<file path="src/rtl/uart_pkg.sv">
// Shared UART definitions: default framing and timing constants and the receiver phase type.
// The transmitter imports this package as well.
package uart_pkg;

    localparam int unsigned INPUT_DATA_WIDTH           = 8;
    localparam int unsigned CLOCKS_PER_BIT             = 8;
    localparam int unsigned NUMBER_OF_RX_SYNCHRONIZERS = 3;
    localparam int unsigned NUMBER_OF_BITS             = INPUT_DATA_WIDTH + 3;

    typedef enum logic [2:0] {
        Rx_IDLE,
        Rx_START_BIT,
        Rx_DATA_BIT,
        Rx_PARITY_BIT,
        Rx_STOP_BIT
    } rx_phase_e;

    // Flat state code: IDLE=0, START=1, DATA_k=2+k, PARITY=W+2, STOP=W+3.
    function automatic int unsigned rx_state_code(input rx_phase_e   phase,
                                                  input int unsigned bit_idx,
                                                  input int unsigned width);
        int unsigned code;
        case (phase)
            Rx_IDLE:       code = 0;
            Rx_START_BIT:  code = 1;
            Rx_DATA_BIT:   code = 2 + bit_idx;
            Rx_PARITY_BIT: code = width + 2;
            default:       code = width + 3;
        endcase
        return code;
    endfunction

endpackage

</file>
<file path="src/rtl/uart_rx_synchronizer.sv">
// N-stage flop chain for bringing an asynchronous level into the clk domain.
// Flops reset to 1 so an idle-high line does not look like an edge after reset.
module uart_rx_synchronizer #(
    parameter int unsigned Stages = 3
) (
    input  logic clk,
    input  logic reset,
    input  logic async_i,
    output logic sync_o
);

    logic [Stages-1:0] sync_q;

    always_ff @(posedge clk) begin
        if (!reset) begin
            sync_q <= '1;
        end else begin
            sync_q[0] <= async_i;
            for (int unsigned i = 1; i < Stages; i++) begin
                sync_q[i] <= sync_q[i-1];
            end
        end
    end

    assign sync_o = sync_q[Stages-1];

endmodule

</file>
<file path="src/rtl/uart_rx.sv">
// UART receiver for start + data (LSB first) + even parity + stop frames.
// Emits one-cycle data_is_valid / rx_error strobes when the stop bit is sampled.
module uart_rx
    import uart_pkg::*;
#(
    parameter int unsigned INPUT_DATA_WIDTH           = uart_pkg::INPUT_DATA_WIDTH,
    parameter int unsigned CLOCKS_PER_BIT             = uart_pkg::CLOCKS_PER_BIT,
    parameter int unsigned NUMBER_OF_RX_SYNCHRONIZERS = uart_pkg::NUMBER_OF_RX_SYNCHRONIZERS
) (
    input  logic                                     clk,
    input  logic                                     reset,
    input  logic                                     serial_in,
    output logic [INPUT_DATA_WIDTH-1:0]              received_data,
    output logic                                     data_is_valid,
    output logic                                     rx_error,
    output logic                                     o_busy,
    output logic [$clog2(INPUT_DATA_WIDTH+3)-1:0]    state
);

    localparam int unsigned W  = INPUT_DATA_WIDTH;
    localparam int unsigned SW = $clog2(W + 3);
    localparam int unsigned CW = $clog2(CLOCKS_PER_BIT);
    localparam int unsigned IW = (W > 1) ? $clog2(W) : 1;

    localparam logic [CW-1:0] HalfBit = CW'(CLOCKS_PER_BIT / 2 - 1);
    localparam logic [CW-1:0] FullBit = CW'(CLOCKS_PER_BIT - 1);
    localparam logic [IW-1:0] LastIdx = IW'(W - 1);

    logic rx_s;

    rx_phase_e     phase_q, phase_d;
    logic [CW-1:0] cnt_q, cnt_d;
    logic [IW-1:0] idx_q, idx_d;
    logic [W-1:0]  shift_q, shift_d;
    logic [W-1:0]  data_q, data_d;
    logic          parity_err_q, parity_err_d;
    logic          valid_q, valid_d;
    logic          err_q, err_d;

    uart_rx_synchronizer #(
        .Stages(NUMBER_OF_RX_SYNCHRONIZERS)
    ) u_sync (
        .clk    (clk),
        .reset  (reset),
        .async_i(serial_in),
        .sync_o (rx_s)
    );

    always_comb begin
        phase_d      = phase_q;
        cnt_d        = cnt_q + 1'b1;
        idx_d        = idx_q;
        shift_d      = shift_q;
        data_d       = data_q;
        parity_err_d = parity_err_q;
        valid_d      = 1'b0;
        err_d        = 1'b0;

        unique case (phase_q)
            Rx_IDLE: begin
                cnt_d = '0;
                idx_d = '0;
                if (!rx_s) phase_d = Rx_START_BIT;
            end
            Rx_START_BIT: begin
                // Mid-start-bit check rejects glitches shorter than half a bit.
                if (cnt_q == HalfBit) begin
                    cnt_d   = '0;
                    phase_d = rx_s ? Rx_IDLE : Rx_DATA_BIT;
                end
            end
            Rx_DATA_BIT: begin
                if (cnt_q == FullBit) begin
                    cnt_d          = '0;
                    shift_d[idx_q] = rx_s;
                    if (idx_q == LastIdx) phase_d = Rx_PARITY_BIT;
                    else                  idx_d   = idx_q + 1'b1;
                end
            end
            Rx_PARITY_BIT: begin
                if (cnt_q == FullBit) begin
                    cnt_d        = '0;
                    parity_err_d = rx_s ^ (^shift_q);
                    phase_d      = Rx_STOP_BIT;
                end
            end
            Rx_STOP_BIT: begin
                // Leaving at mid-stop re-arms IDLE in time for a back-to-back start edge.
                if (cnt_q == FullBit) begin
                    cnt_d   = '0;
                    phase_d = Rx_IDLE;
                    if (rx_s && !parity_err_q) begin
                        data_d  = shift_q;
                        valid_d = 1'b1;
                    end else begin
                        err_d = 1'b1;
                    end
                end
            end
            default: phase_d = Rx_IDLE;
        endcase
    end

    always_ff @(posedge clk) begin
        if (!reset) begin
            phase_q      <= Rx_IDLE;
            cnt_q        <= '0;
            idx_q        <= '0;
            shift_q      <= '0;
            data_q       <= '0;
            parity_err_q <= 1'b0;
            valid_q      <= 1'b0;
            err_q        <= 1'b0;
        end else begin
            phase_q      <= phase_d;
            cnt_q        <= cnt_d;
            idx_q        <= idx_d;
            shift_q      <= shift_d;
            data_q       <= data_d;
            parity_err_q <= parity_err_d;
            valid_q      <= valid_d;
            err_q        <= err_d;
        end
    end

    assign received_data = data_q;
    assign data_is_valid = valid_q;
    assign rx_error      = err_q;
    assign o_busy        = (phase_q != Rx_IDLE);
    assign state         = SW'(rx_state_code(phase_q, 32'(idx_q), W));

endmodule

</file>
<file path="config.mk">
export PLATFORM = sky130hd
export DESIGN_NAME = uart_rx
export DESIGN_NICKNAME = d
export VERILOG_FILES = /design/src/rtl/uart_pkg.sv /design/src/rtl/uart_rx_synchronizer.sv /design/src/rtl/uart_rx.sv
export SDC_FILE = /design/constraint.sdc
export NUM_CORES = 1
export LEC_CHECK = 0
export BUFFER_PORTS_ARGS = -buffer_cell sky130_fd_sc_hd__buf_2
export CAP_MARGIN = 40
export CORE_MARGIN = 10
export CORE_UTILIZATION = 61
export DETAILED_ROUTE_END_ITERATION = 7
export PLACE_DENSITY = 0.89
export SETUP_SLACK_MARGIN = 0.15
export SLEW_MARGIN = 20
export SYNTH_ARGS = -nofsm -noshare
export SYNTH_HDL_FRONTEND = slang
export SYNTH_SLANG_ARGS = --single-unit
</file>
<file path="constraint.sdc">
create_clock -name clk -period 3.25 [get_ports clk]
set_input_delay 0.325 -clock clk [delete_from_list [all_inputs] [get_ports clk]]
set_output_delay 0.325 -clock clk [all_outputs]
set_load 0.005 [all_outputs]
</file>
Word level (Yosys, flattened, before mapping)
Cells that the tools add are included.

operators by class
  add/sub/neg operators = 3
  magnitude comparators = 2
  equal/unequal tests = 14
  mux-type cells = 20
  bitwise logic cells = 1
  reductions and logical operators = 14

operators by type and width
  operator             number
  $mux 3               10
  $pmux 4 s4           1
  $pmux 3 s5           1
  $ne 2x2->1 const B   7
  $eq 3x2->1 const B   3
  $eq 3x3->1 const B   3
  $pmux 3 s3           1
  $reduce_and 3->1     3
  $bwmux 8             1
  $reduce_xor 8->1     1
  $add 3x1->3 const B  2
  $pmux 3 s2           1
  $reduce_and 6->1     1
  $add 2x3->4 const A  1
  $lt 3x4->1 const B   1
  $reduce_and 2->1     2
  $demux 1 s3          1
  $eq 3x1->1 const B   1
  $ge 3x1->1 const B   1
  $logic_not 3->1      1
  $mux 1               3
  $reduce_bool 3->1    1
  $reduce_or 3->1      1
  $logic_and 1x1->1    2
  other kinds (4)      4

storage, ports and cells
  flip-flop bits (word level) = 31
  input port bits = 3

Logic depth before layout (Yosys ltp)
Gate-level depths: netlist of run 1.

  depth after elaboration = 5
  gate-level depth with buffers = 7
  mapped depth without buffers = 7

Modules after synthesis
A second synthesis of run 1 with hierarchy kept.

unflattened totals
  cells, all modules = 190
  area, all modules = 1,610.3 sq um

modules (own cells, without submodules)
  module                times used  cells each  area an instance (sq um)  seq. area each (sq um)
  uart_rx               1           184         1,531.5                   560.5
  uart_rx_synchronizer  1           6           78.8                      60.1

Worst setup path before layout of run 1
No wires, ideal clock.

  kind = reg2reg
  start = register idx_q[1]
  end = register idx_q[2]
  library setup time = 0.115 ns
  data arrival time = 1.428 ns
  path slack = 1.707 ns
  cell stages (with the launch flop) = 7
  buffers on the path = 0
  clock period less this slack = 1.543 ns
  cells stage by stage = dfxtp_1 ha_1 ha_1 nand3b_1 a21boi_0 o32ai_1 and2_1

between the ends
  cells in the longest elaborated chain, start to end = 4
  elaborated cells between the ends (all ways) = 7
  those cells by class = add/sub (1); eq/ne (2); mux (3); reduce/logical (1)

RTL lines
  item                    RTL line        RTL
  start, declared         uart_rx.sv:33   logic [IW-1:0] idx_q, idx_d;
  start signal, assigned  uart_rx.sv:117  idx_q <= idx_d;
  $add 3x1->3             uart_rx.sv:77   else idx_d = idx_q + 1'b1;
  $mux 3                  uart_rx.sv:76   if (idx_q == LastIdx) phase_d = Rx_PARITY_BIT;
  $mux 3                  uart_rx.sv:73   if (cnt_q == FullBit) begin
  $pmux 3 s2              uart_rx.sv:59   unique case (phase_q)

Parallel ways exist; a longest one is shown, timed or not. The select of a mux whose other input is x is not followed.
A chain may end at the register's enable or synchronous reset.

Final worst setup path of run 1
  start = register phase_q[1]
  end = output port state[2]

between the ends
  cells in the longest elaborated chain, start to end = 2
  elaborated cells between the ends (all ways) = 5
  those cells by class = eq/ne (3); mux (1); reduce/logical (1)

RTL lines
  item                                      RTL line        RTL
  start, declared                           uart_rx.sv:31   rx_phase_e phase_q, phase_d;
  start signal, assigned                    uart_rx.sv:106  phase_q <= Rx_IDLE;
  start signal, assigned                    uart_rx.sv:115  phase_q <= phase_d;
  $eq 3x2->1, or another cell as far along  uart_pkg.sv:23  case (phase)
  $pmux 4 s4 *                              uart_pkg.sv:23
  end, declared                             uart_rx.sv:17   output logic [$clog2(INPUT_DATA_WIDTH+3)-1:0] state

Every way passes the cells marked *; elsewhere a longest branch is shown, timed or not.

==> impl_metrics.ini, run 1 <==
[outcome]
outcome = finished clean

[detailed_routing]
viasPerCell = 5.65
dr.pass1.iters = 4
drtIter0Drc = 74
via_count = 1232
postRouteAntennaNets = 0
routed_wl_microns = 3160
wire_per_inst_microns = 14.5
drcViolationCount = 0

[clock_tree]
cts_buffer_depth = 2
cts.sinks = 31
ctsRootBufferMaster = clkbuf_4
htreeDepth = 2
cts_resized = 0
clk_latency_ns = 0.34
cts_setup_buffers = 0
cts_buffers = 5
path_clk_slew_ns = 0.10
hold_buffers = 0
cts_tree = yes

[worst_setup_path]
critPathCaptureType = output pin
r2r_end = idx_q[2]$_SDFFE_PN0P_
cpLargestDelayFamily = flip-flops
cp_max_fo = 17
reg2reg_from = idx_q[0]$_SDFFE_PN0P_
path_cells = nor3b_2 -> and2_1 -> buf_2
path_depth = 3
slowest_delay_ns = 0.61
endpoint = state[2]
worstPathRequired_ns = 2.92
r2r_setup_slack_ns = 1.38
critical_path_class = register to output pin
cp-startpoint = phase_q[1]$_SDFFE_PN0P_
critPathSlowestCell = dfxtp_1
critical_path_buf_inv_count = 1
cp_data_arrival_time_ns = 1.66
crit_path_start_kind = register
rr_worst_depth = 6

[floorplanning]
core_area_sq_um = 2480
io_pins = 18
fp.dieH_microns = 71.1
die_area_sq_um = 5060
start_util_pct = 64.3
num_rows = 18
die_x_microns = 71.1

[timing]
slew_headroom_pct = 66.8
clock_skew_ns = 0.00925
slew_violations = 0
finalSetupViolations = 0
tightest_slew_ns = 0.498
clock.fmax_mhz = 504
hold-worst-slack_ns = 0.167
rsz0062_at_grt = false
period_share_pct = 61.1
min_period_ns = 1.98
fin_setup_tns_ns = 0
setup_slack_ns = 1.27
hold_viol = 0

[pwr]
swShare_pct = 22.6
leakagePower_uw = 0.000796
internal_power_uw = 516
p_per_area_nw_per_um2 = 381
p_seq_share_pct = 57.7
switchingPower_uw = 151
ir_drop_mv = 0.329
comb_power_share_pct = 2.6
clockPowerShare_pct = 39.7

[final_layout]
layout_commonest_cell = dfxtp_1
final_util_pct = 70.6
num-fill-cells = 196
register_area_sq_um = 621
syn_to_final_growth_pct = 9.82
final_cell_mix = 31 x dfxtp_1, 17 x nor2b_1, 17 x buf_2
nets = 199
drive_gt1_share_pct = 14.9
multiInputGateArea_sq_um = 911
n_antenna_cell = 0

[synth]
ys_seq_elements = 31
synthArstFlopShare_pct = 0
ys_types = 34
synth_edf_count = 0
yosysSeqAreaShare_pct = 39.0
avgSynthCellArea_sq_um = 9.26
synth_area_sq_um = 1590
syn_nets = 184
yosysWarnings = 0
ys.flop_type = dfxtp_1
syn_inst = 172

[placement]
dp_hpwl_microns = 2300
dp_slack_ns = 1.38
place.gp.congestion = 0.807
numPortBuffers = 17

[global_route]
grt_pass1_vias = 1225
grt_max_degree = 31
antenna_found_initial = 0
overflow = 0
grt_first_pass_wirelength_microns = 5560
grt.total_usage_pct = 13.2

[flow_run]
maxCapViolCount = 0

[hold_path]
worstHoldPathType = input pin to register
[synthesized netlist by cell type (all sizes together) (2+ instances only)]
cell    instances  area, sq um
nand3           3         20.0
buf             2         12.5
clkbuf          7         26.3
inv             6         22.5
o21ai           5         25.0
nand4b          2         17.5
o21a           10         75.1
and3            3         18.8
nor2b          17          106
nand3b          3         22.5
nor2            5         18.8
dfxtp          31          621
and2            3         18.8
ha              9          113
nand4           4         25.0
xnor2           4         35.0
nand2          12         45.0
nand2b          9         56.3
a21boi          2         15.0
a21oi           5         25.0
nor3            6         30.0
nor3b           3         27.5
mux2i          13          130
[power groups by stage]
stage          clock network (uW)  logic, uW  registers (uW)
2_1_floorplan                   0       15.2             392
3_5_place_dp                    0       17.4             394
3_3_place_gp                    0       17.1             394
5_1_grt                       284       19.4             386
6_report                      265       17.5             385
4_1_cts                       271       17.5             385
[worst min path at each step]
stage	slack, ns	from	to	cells after the start
5_1_grt	0.17	serial_in	u_sync.sync_q[0]$_SDFF_PN1_	2
3_3_place_gp	0.39	u_sync.sync_q[1]$_SDFF_PN1_	u_sync.sync_q[2]$_SDFF_PN1_	1
6_report	0.17	serial_in	u_sync.sync_q[0]$_SDFF_PN1_	2
4_1_cts	0.15	serial_in	u_sync.sync_q[0]$_SDFF_PN1_	2
2_1_floorplan	0.39	u_sync.sync_q[0]$_SDFF_PN1_	u_sync.sync_q[1]$_SDFF_PN1_	1
3_5_place_dp	0.40	u_sync.sync_q[1]$_SDFF_PN1_	u_sync.sync_q[2]$_SDFF_PN1_	1
[routing by layer]
metal	GRT usage (%)	up-vias	wire length, microns
met5	0	-	0
met4	6.45	0	58
met3	4.60	7	135
met2	21.6	17	1510
met1	15.0	587	1460
li1	-	621	-
[metrics by stage]
step	cell area, sq um	total power (uW)	cells
global placement	1680	411	210
detailed placement	1680	411	210
CTS	1750	673	218
floorplan	1590	407	172
finish	1750	667	218
global route	1750	689	218
[sequential cells by signal (all words and copies together) (netlist names)]
signal         count
shift_q            8
received_data      8
cnt_q              3
parity_err_q       1
u_sync.sync_q      3
data_is_valid      1
phase_q            3
rx_error           1
idx_q              3
[layout make-up]
cell class | instances | area share, %
clock buffers | 7 | 3.72
well taps | 30 | 2.15
repair buffers | 17 | 4.86
multi-input cells | 126 | 52.1
inverters | 6 | 1.29
flip-flops and latches | 31 | 35.5
clock inverters | 1 | 0.429
[kinds of logic (layout without fill, tap and decap cells)]
family                     Yosys count  count (layout)  share of synthesized area [%]
adders and majority gates            9               9                           7.07
AOI/OAI and AO/OA                   26              26                           10.8
DFF                                 31              31                           39.0
and+or+nand+nor                     72              72                           26.6
muxes                               13              13                           8.17
xor gates and xnor gates             6               6                           4.63
buffers and inverters               15              31                           3.85
Note: power is estimated with default switching activity, not from simulation.
==> run 2: changes to the inputs <==
--- a/config.mk
+++ b/config.mk
@@ -8,9 +8,9 @@
 export BUFFER_PORTS_ARGS = -buffer_cell sky130_fd_sc_hd__buf_2
 export CAP_MARGIN = 40
 export CORE_MARGIN = 10
-export CORE_UTILIZATION = 61
+export CORE_UTILIZATION = 51
 export DETAILED_ROUTE_END_ITERATION = 7
-export PLACE_DENSITY = 0.89
+export PLACE_DENSITY = 0.8
 export SETUP_SLACK_MARGIN = 0.15
 export SLEW_MARGIN = 20
 export SYNTH_ARGS = -nofsm -noshare
==> constraint.sdc (replaced) <==
create_clock -name clk -period 1.7 [get_ports clk]
set_input_delay 0.17 -clock clk [delete_from_list [all_inputs] [get_ports clk]]
set_output_delay 0.17 -clock clk [all_outputs]
set_load 0.005 [all_outputs]
==> impl_metrics.ini, run 2 (synthesis results as in run 1) <==
[final_layout]
final_cell_mix = 22 x dfxtp_1, 17 x nor2b_1, 16 x buf_2, 16 x buf_4, 13 x mux2i_1
n_antenna_cell = 0
num-fill-cells = 267
layout_commonest_cell = dfxtp_1
syn_to_final_growth_pct = 21.7
drive_gt1_share_pct = 28.6
final_cell_count_no_fill = 250
nets = 217

[clock_tree]
ctsRootBufferMaster = clkbuf_4
path_clk_slew_ns = 0.10
cts_buffers = 5
hold_buffers = 0
htreeDepth = 2
cts_buffer_depth = 2
cts_tree = yes
cts.sinks = 31
clk_latency_ns = 0.34

[worst_setup_path]
r2r_end = idx_q[2]$_SDFFE_PN0P_
reg2reg_from = idx_q[1]$_SDFFE_PN0P_
endpoint = state[2]
slowest_delay_ns = 0.37
path_depth = 5
rr_worst_depth = 6
cp-startpoint = phase_q[2]$_SDFFE_PN0P_
path_cells = buf_6 -> nor3b_4 -> buf_4 -> and2_4 -> buf_6
critPathCaptureType = output pin
crit_path_start_kind = register
worstPathRequired_ns = 1.53
critical_path_class = register to output pin
cpLargestDelayFamily = flip-flops
critPathSlowestCell = dfxtp_4
cp_data_arrival_time_ns = 1.38
critical_path_buf_inv_count = 3
r2r_setup_slack_ns = 0.22
path_common_cell = buf_6
cp_max_fo = 3

[timing]
slew_violations = 0
clock_skew_ns = 0.00936
tightest_slew_ns = 0.373
finalSetupViolations = 0
fin_setup_tns_ns = 0
slew_headroom_pct = 74.8
min_period_ns = 1.55
rsz0062_at_grt = true
setup_slack_ns = 0.150
hold_viol = 0
clock.fmax_mhz = 645
period_share_pct = 91.2

[pwr]
total_power_uw = 1190
ir_drop_mv = 0.402
p_per_area_nw_per_um2 = 613
leakagePower_uw = 0.000892

[global_route]
grt_pass1_vias = 1326
grt_max_degree = 17
grt.total_usage_pct = 12.7
overflow = 0
antenna_found_initial = 0
grt_first_pass_wirelength_microns = 5550

[placement]
dp_slack_ns = -0.0259
place.gp.congestion = 0.757
numPortBuffers = 17
dp_hpwl_microns = 2410
place_inst = 235

[detailed_routing]
drtIter0Drc = 92
drcViolationCount = 0
dr.pass1.iters = 4
routed_wl_microns = 3510
wire_per_inst_microns = 14.0
via_count = 1330
viasPerCell = 5.32
postRouteAntennaNets = 0

[floorplanning]
io_pins = 18
num_rows = 20
core_area_sq_um = 3030
die_area_sq_um = 5760
die_x_microns = 75.9
fp.dieH_microns = 75.9
start_util_pct = 52.6

[flow_run]
maxCapViolCount = 0

[outcome]
outcome = finished clean

[hold_path]
worstHoldPathType = input pin to register
run 2: changes by cell type in the layout (fill, tap and decap cells not counted), sizes merged:
cell | previous run | this run
clkinvlp | 1 | 0
clkinv | 0 | 1
buf | 17 | 35
run 2: worst min path at each step:
stage,startpoint,end,depth (start not counted)
final,serial_in,u_sync.sync_q[0]$_SDFF_PN1_,2
after global routing,serial_in,u_sync.sync_q[0]$_SDFF_PN1_,2
after CTS,serial_in,u_sync.sync_q[0]$_SDFF_PN1_,2
after detailed placement,serial_in,u_sync.sync_q[0]$_SDFF_PN1_,2
after global placement,serial_in,u_sync.sync_q[0]$_SDFF_PN1_,2
after floorplan,serial_in,u_sync.sync_q[0]$_SDFF_PN1_,1
run 2: metrics by stage:
step / hold WS [ns] / cell area, sq um / util, %
detailed placement: 0.362 / 1780 / 58.7
global route: 0.0227 / 1940 / 64.0
CTS: 0.00599 / 1880 / 62.1
finish: 0.00517 / 1940 / 64.0
global placement: 0.353 / 1780 / 58.7
floorplan: 0.271 / 1590 / -
run 2: worst reg2reg max path: stages, from the launching register on:
cell and delay [ns]:
dfxtp_2 0.35, ha_1 0.18, ha_2 0.19, nand3b_1 0.17
a21boi_2 0.21, o32ai_1 0.11, and2_1 0.17
run 2: power by group:
group	switching, uW	internal, uW	leakage [uW]
registers	4.13	727	0.000255
logic	22.4	19.1	0.000607
clock network	254	161	0.0000293
run 2: final cells by class:
class | instances | area, sq um | share of cell area (%)
Clock buffer | 7 | 45.0 | 2.32
Tap cell | 44 | 55.1 | 2.84
Sequential cell | 31 | 637 | 32.9
Multi-Input combinational cell | 126 | 940 | 48.5
Clock inverter | 1 | 5.00 | 0.258
Timing Repair Buffer | 35 | 234 | 12.1
Inverter | 6 | 22.5 | 1.16
run 2: layer usage:
metal	vias to the layer above	part of all wire (%)	wire length [microns]	GRT usage, %
met4	0	3.3	116	8.87
li1	652	-	-	-
met3	14	5.9	206	3.52
met1	627	42	1490	14.0
met5	-	0	0	0
met2	37	49	1700	20.6
run 2: what timing repair did:
item	4_1_cts	5_1_grt
buffers inserted	4	3
endpoints found under the setup margin	5	22
pin swaps	1	6
gates resized for setup	10	12
==> run 3: changes to the inputs <==
--- a/config.mk
+++ b/config.mk
@@ -15,4 +15,5 @@
 export SLEW_MARGIN = 20
 export SYNTH_ARGS = -nofsm -noshare
 export SYNTH_HDL_FRONTEND = slang
+export SYNTH_HIERARCHICAL = 1
 export SYNTH_SLANG_ARGS = --single-unit
==> impl_metrics.ini, run 3 <==
[detailed_routing]
dr.pass1.iters = 4
via_count = 1393
wire_per_inst_microns = 14.3
routed_wl_microns = 3750
postRouteAntennaNets = 0
drtIter0Drc = 92
viasPerCell = 5.30
drcViolationCount = 0

[final_layout]
n_antenna_cell = 0
multiInputGateArea_sq_um = 967
layout_commonest_cell = dfxtp_1
syn_to_final_growth_pct = 24.0
final_cell_mix = 25 x dfxtp_1, 20 x nor2_1, 17 x a21oi_1, 17 x buf_2, 16 x buf_4
nets = 230
num-fill-cells = 236
drive_gt1_share_pct = 29.2
register_area_sq_um = 636
final_area_sq_um = 2000

[timing]
period_share_pct = 89.2
setup_slack_ns = 0.184
slew_violations = 0
finalSetupViolations = 0
rsz0062_at_grt = true
clock_skew_ns = 0.0104
min_period_ns = 1.52
hold_viol = 0
tightest_slew_ns = 0.392
fin_setup_tns_ns = 0
clock.fmax_mhz = 659
slew_headroom_pct = 73.2

[clock_tree]
cts_buffers = 5
cts_tree = yes
clk_latency_ns = 0.34
cts_buffer_depth = 2
htreeDepth = 2
ctsRootBufferMaster = clkbuf_4
path_clk_slew_ns = 0.10
hold_buffers = 0
cts.sinks = 31

[worst_setup_path]
critPathSlowestCell = a2111o_1
worstPathRequired_ns = 1.97
crit_path_start_kind = register
slowest_delay_ns = 0.41
cpLargestDelayFamily = compound AO/OA/AOI/OAI gates
critical_path_buf_inv_count = 1
critical_path_class = register to register
path_cells = buf_4 -> nor3b_1 -> o21ai_2 -> a2111o_1 -> a21oi_1
critPathCaptureType = register
cp_max_fo = 10
cp_data_arrival_time_ns = 1.78

[floorplanning]
num_rows = 20
core_area_sq_um = 3030
fp.dieH_microns = 76.2
io_pins = 18
die_x_microns = 76.2
start_util_pct = 53.2
die_area_sq_um = 5800

[global_route]
overflow = 0
grt_pass1_vias = 1313
grt_first_pass_wirelength_microns = 6020
antenna_found_initial = 0
grt_max_degree = 17
grt.total_usage_pct = 12.1

[placement]
dp_hpwl_microns = 2430
numPortBuffers = 17
placedInstanceArea_sq_um = 1770
dp_slack_ns = 0.0700
place.gp.congestion = 0.920

[pwr]
p_per_area_nw_per_um2 = 692
leakagePower_uw = 0.000876
ir_drop_mv = 0.541

[synth]
yosysTopAreaCellShare_pct = 38.5
ys.flop_type = dfxtp_1
avgSynthCellArea_sq_um = 8.48
synthArstFlopShare_pct = 0
yosysWarnings = 6
syn_nets = 202
synth_area_leaders = dfxtp_1 39%, ha_1 7.0%, a21oi_1 5.3%, mux2i_1 5.0%, nor2_1 4.7%
yosysSeqAreaShare_pct = 38.5
ys_top_cells_by_count = 31 x dfxtp_1, 20 x nor2_1, 17 x a21oi_1
synth_top_area_cell = dfxtp_1
yosysMostFrequentCell = dfxtp_1
syn_inst = 190
ys_types = 39
ys_seq_elements = 31
synth_area_sq_um = 1610
synth_edf_count = 0

[outcome]
outcome = finished clean

[hold_path]
worstHoldPathType = input pin to register

[flow_run]
maxCapViolCount = 0
## run 3: changes by cell type after synthesis, moves of 3 or more
cell      previous run  this run
buf_2                1         7
mux2i_1             13         8
a21oi_1              5        17
nor2_1               5        20
nor3_1               6         3
o21a_1              10         4
nand2b_1             9         6
o21ai_0              5        15
nand3b_1             3         0
nor2b_1             17         2
nand3_1              2         9
nand4_1              4         1
## run 3: path summary, 6_finish.rpt
path / startpoint / to / slack (ns) / depth (start not counted)
worst max-delay path: phase_q[1]$_SDFFE_PN0P_ / phase_q[0]$_SDFFE_PN0P_ / 0.18 / 5
worst min-delay path: serial_in / u_sync/sync_q[0]$_SDFF_PN1_ / 0.02 / 2
worst max register to register: phase_q[1]$_SDFFE_PN0P_ / phase_q[0]$_SDFFE_PN0P_ / 0.18 / 5
worst min register to register: u_sync/sync_q[0]$_SDFF_PN1_ / u_sync/sync_q[1]$_SDFF_PN1_ / 0.41 / 1
## run 3: where the power goes
| group | internal (uW) | leakage, uW | switching (uW) |
|---|---|---|---|
| sequential | 725 | 0.000254 | 3.54 |
| clock | 347 | 0.0000482 | 260 |
| combinational | 16.5 | 0.000574 | 28.3 |
## run 3: area by class of cell
| type | count | share of cell area (%) |
|---|---|---|
| well taps | 44 | 2.76 |
| inverters | 6 | 1.25 |
| repair buffers | 35 | 11.4 |
| clock inverters | 2 | 1.75 |
| multi-input cells | 139 | 48.4 |
| clock buffers | 6 | 2.57 |
| flip-flops and latches | 31 | 31.8 |
## run 3: layer usage
metal | vias up | part of all wire, % | global-route usage, %
met2 | 30 | 49 | 19.2
met5 | - | 0 | 0
li1 | 713 | - | -
met1 | 642 | 45 | 14.7
met3 | 8 | 5.1 | 4.36
met4 | 0 | 1.4 | 3.90
## run 3: logic make-up after synthesis
logic type	Yosys count	share of synthesized area, %
buf+inv	20	5.67
flops	31	38.5
fa+ha+maj	9	6.99
xor+xnor	6	4.12
compound gates	44	16.1
mux	8	4.97
simple gates	72	23.6
## run 3: what timing repair did
item | CTS | global route
gates resized for setup | 10 | 20
buffers inserted | 2 | 5
setup endpoints to repair | 19 | 18
pin swaps | 0 | 1
## run 3: metrics by stage
stage | total power (uW) | cells | util [%] | hold WS [ns]
finish | 1380 | 263 | 66.0 | 0.0187
floorplan | 776 | 190 | - | 0.243
CTS | 1390 | 258 | 62.9 | 0.0151
global route | 1440 | 263 | 66.0 | 0.00563
detailed placement | 791 | 248 | 58.4 | 0.359
global placement | 791 | 248 | 58.4 | 0.356
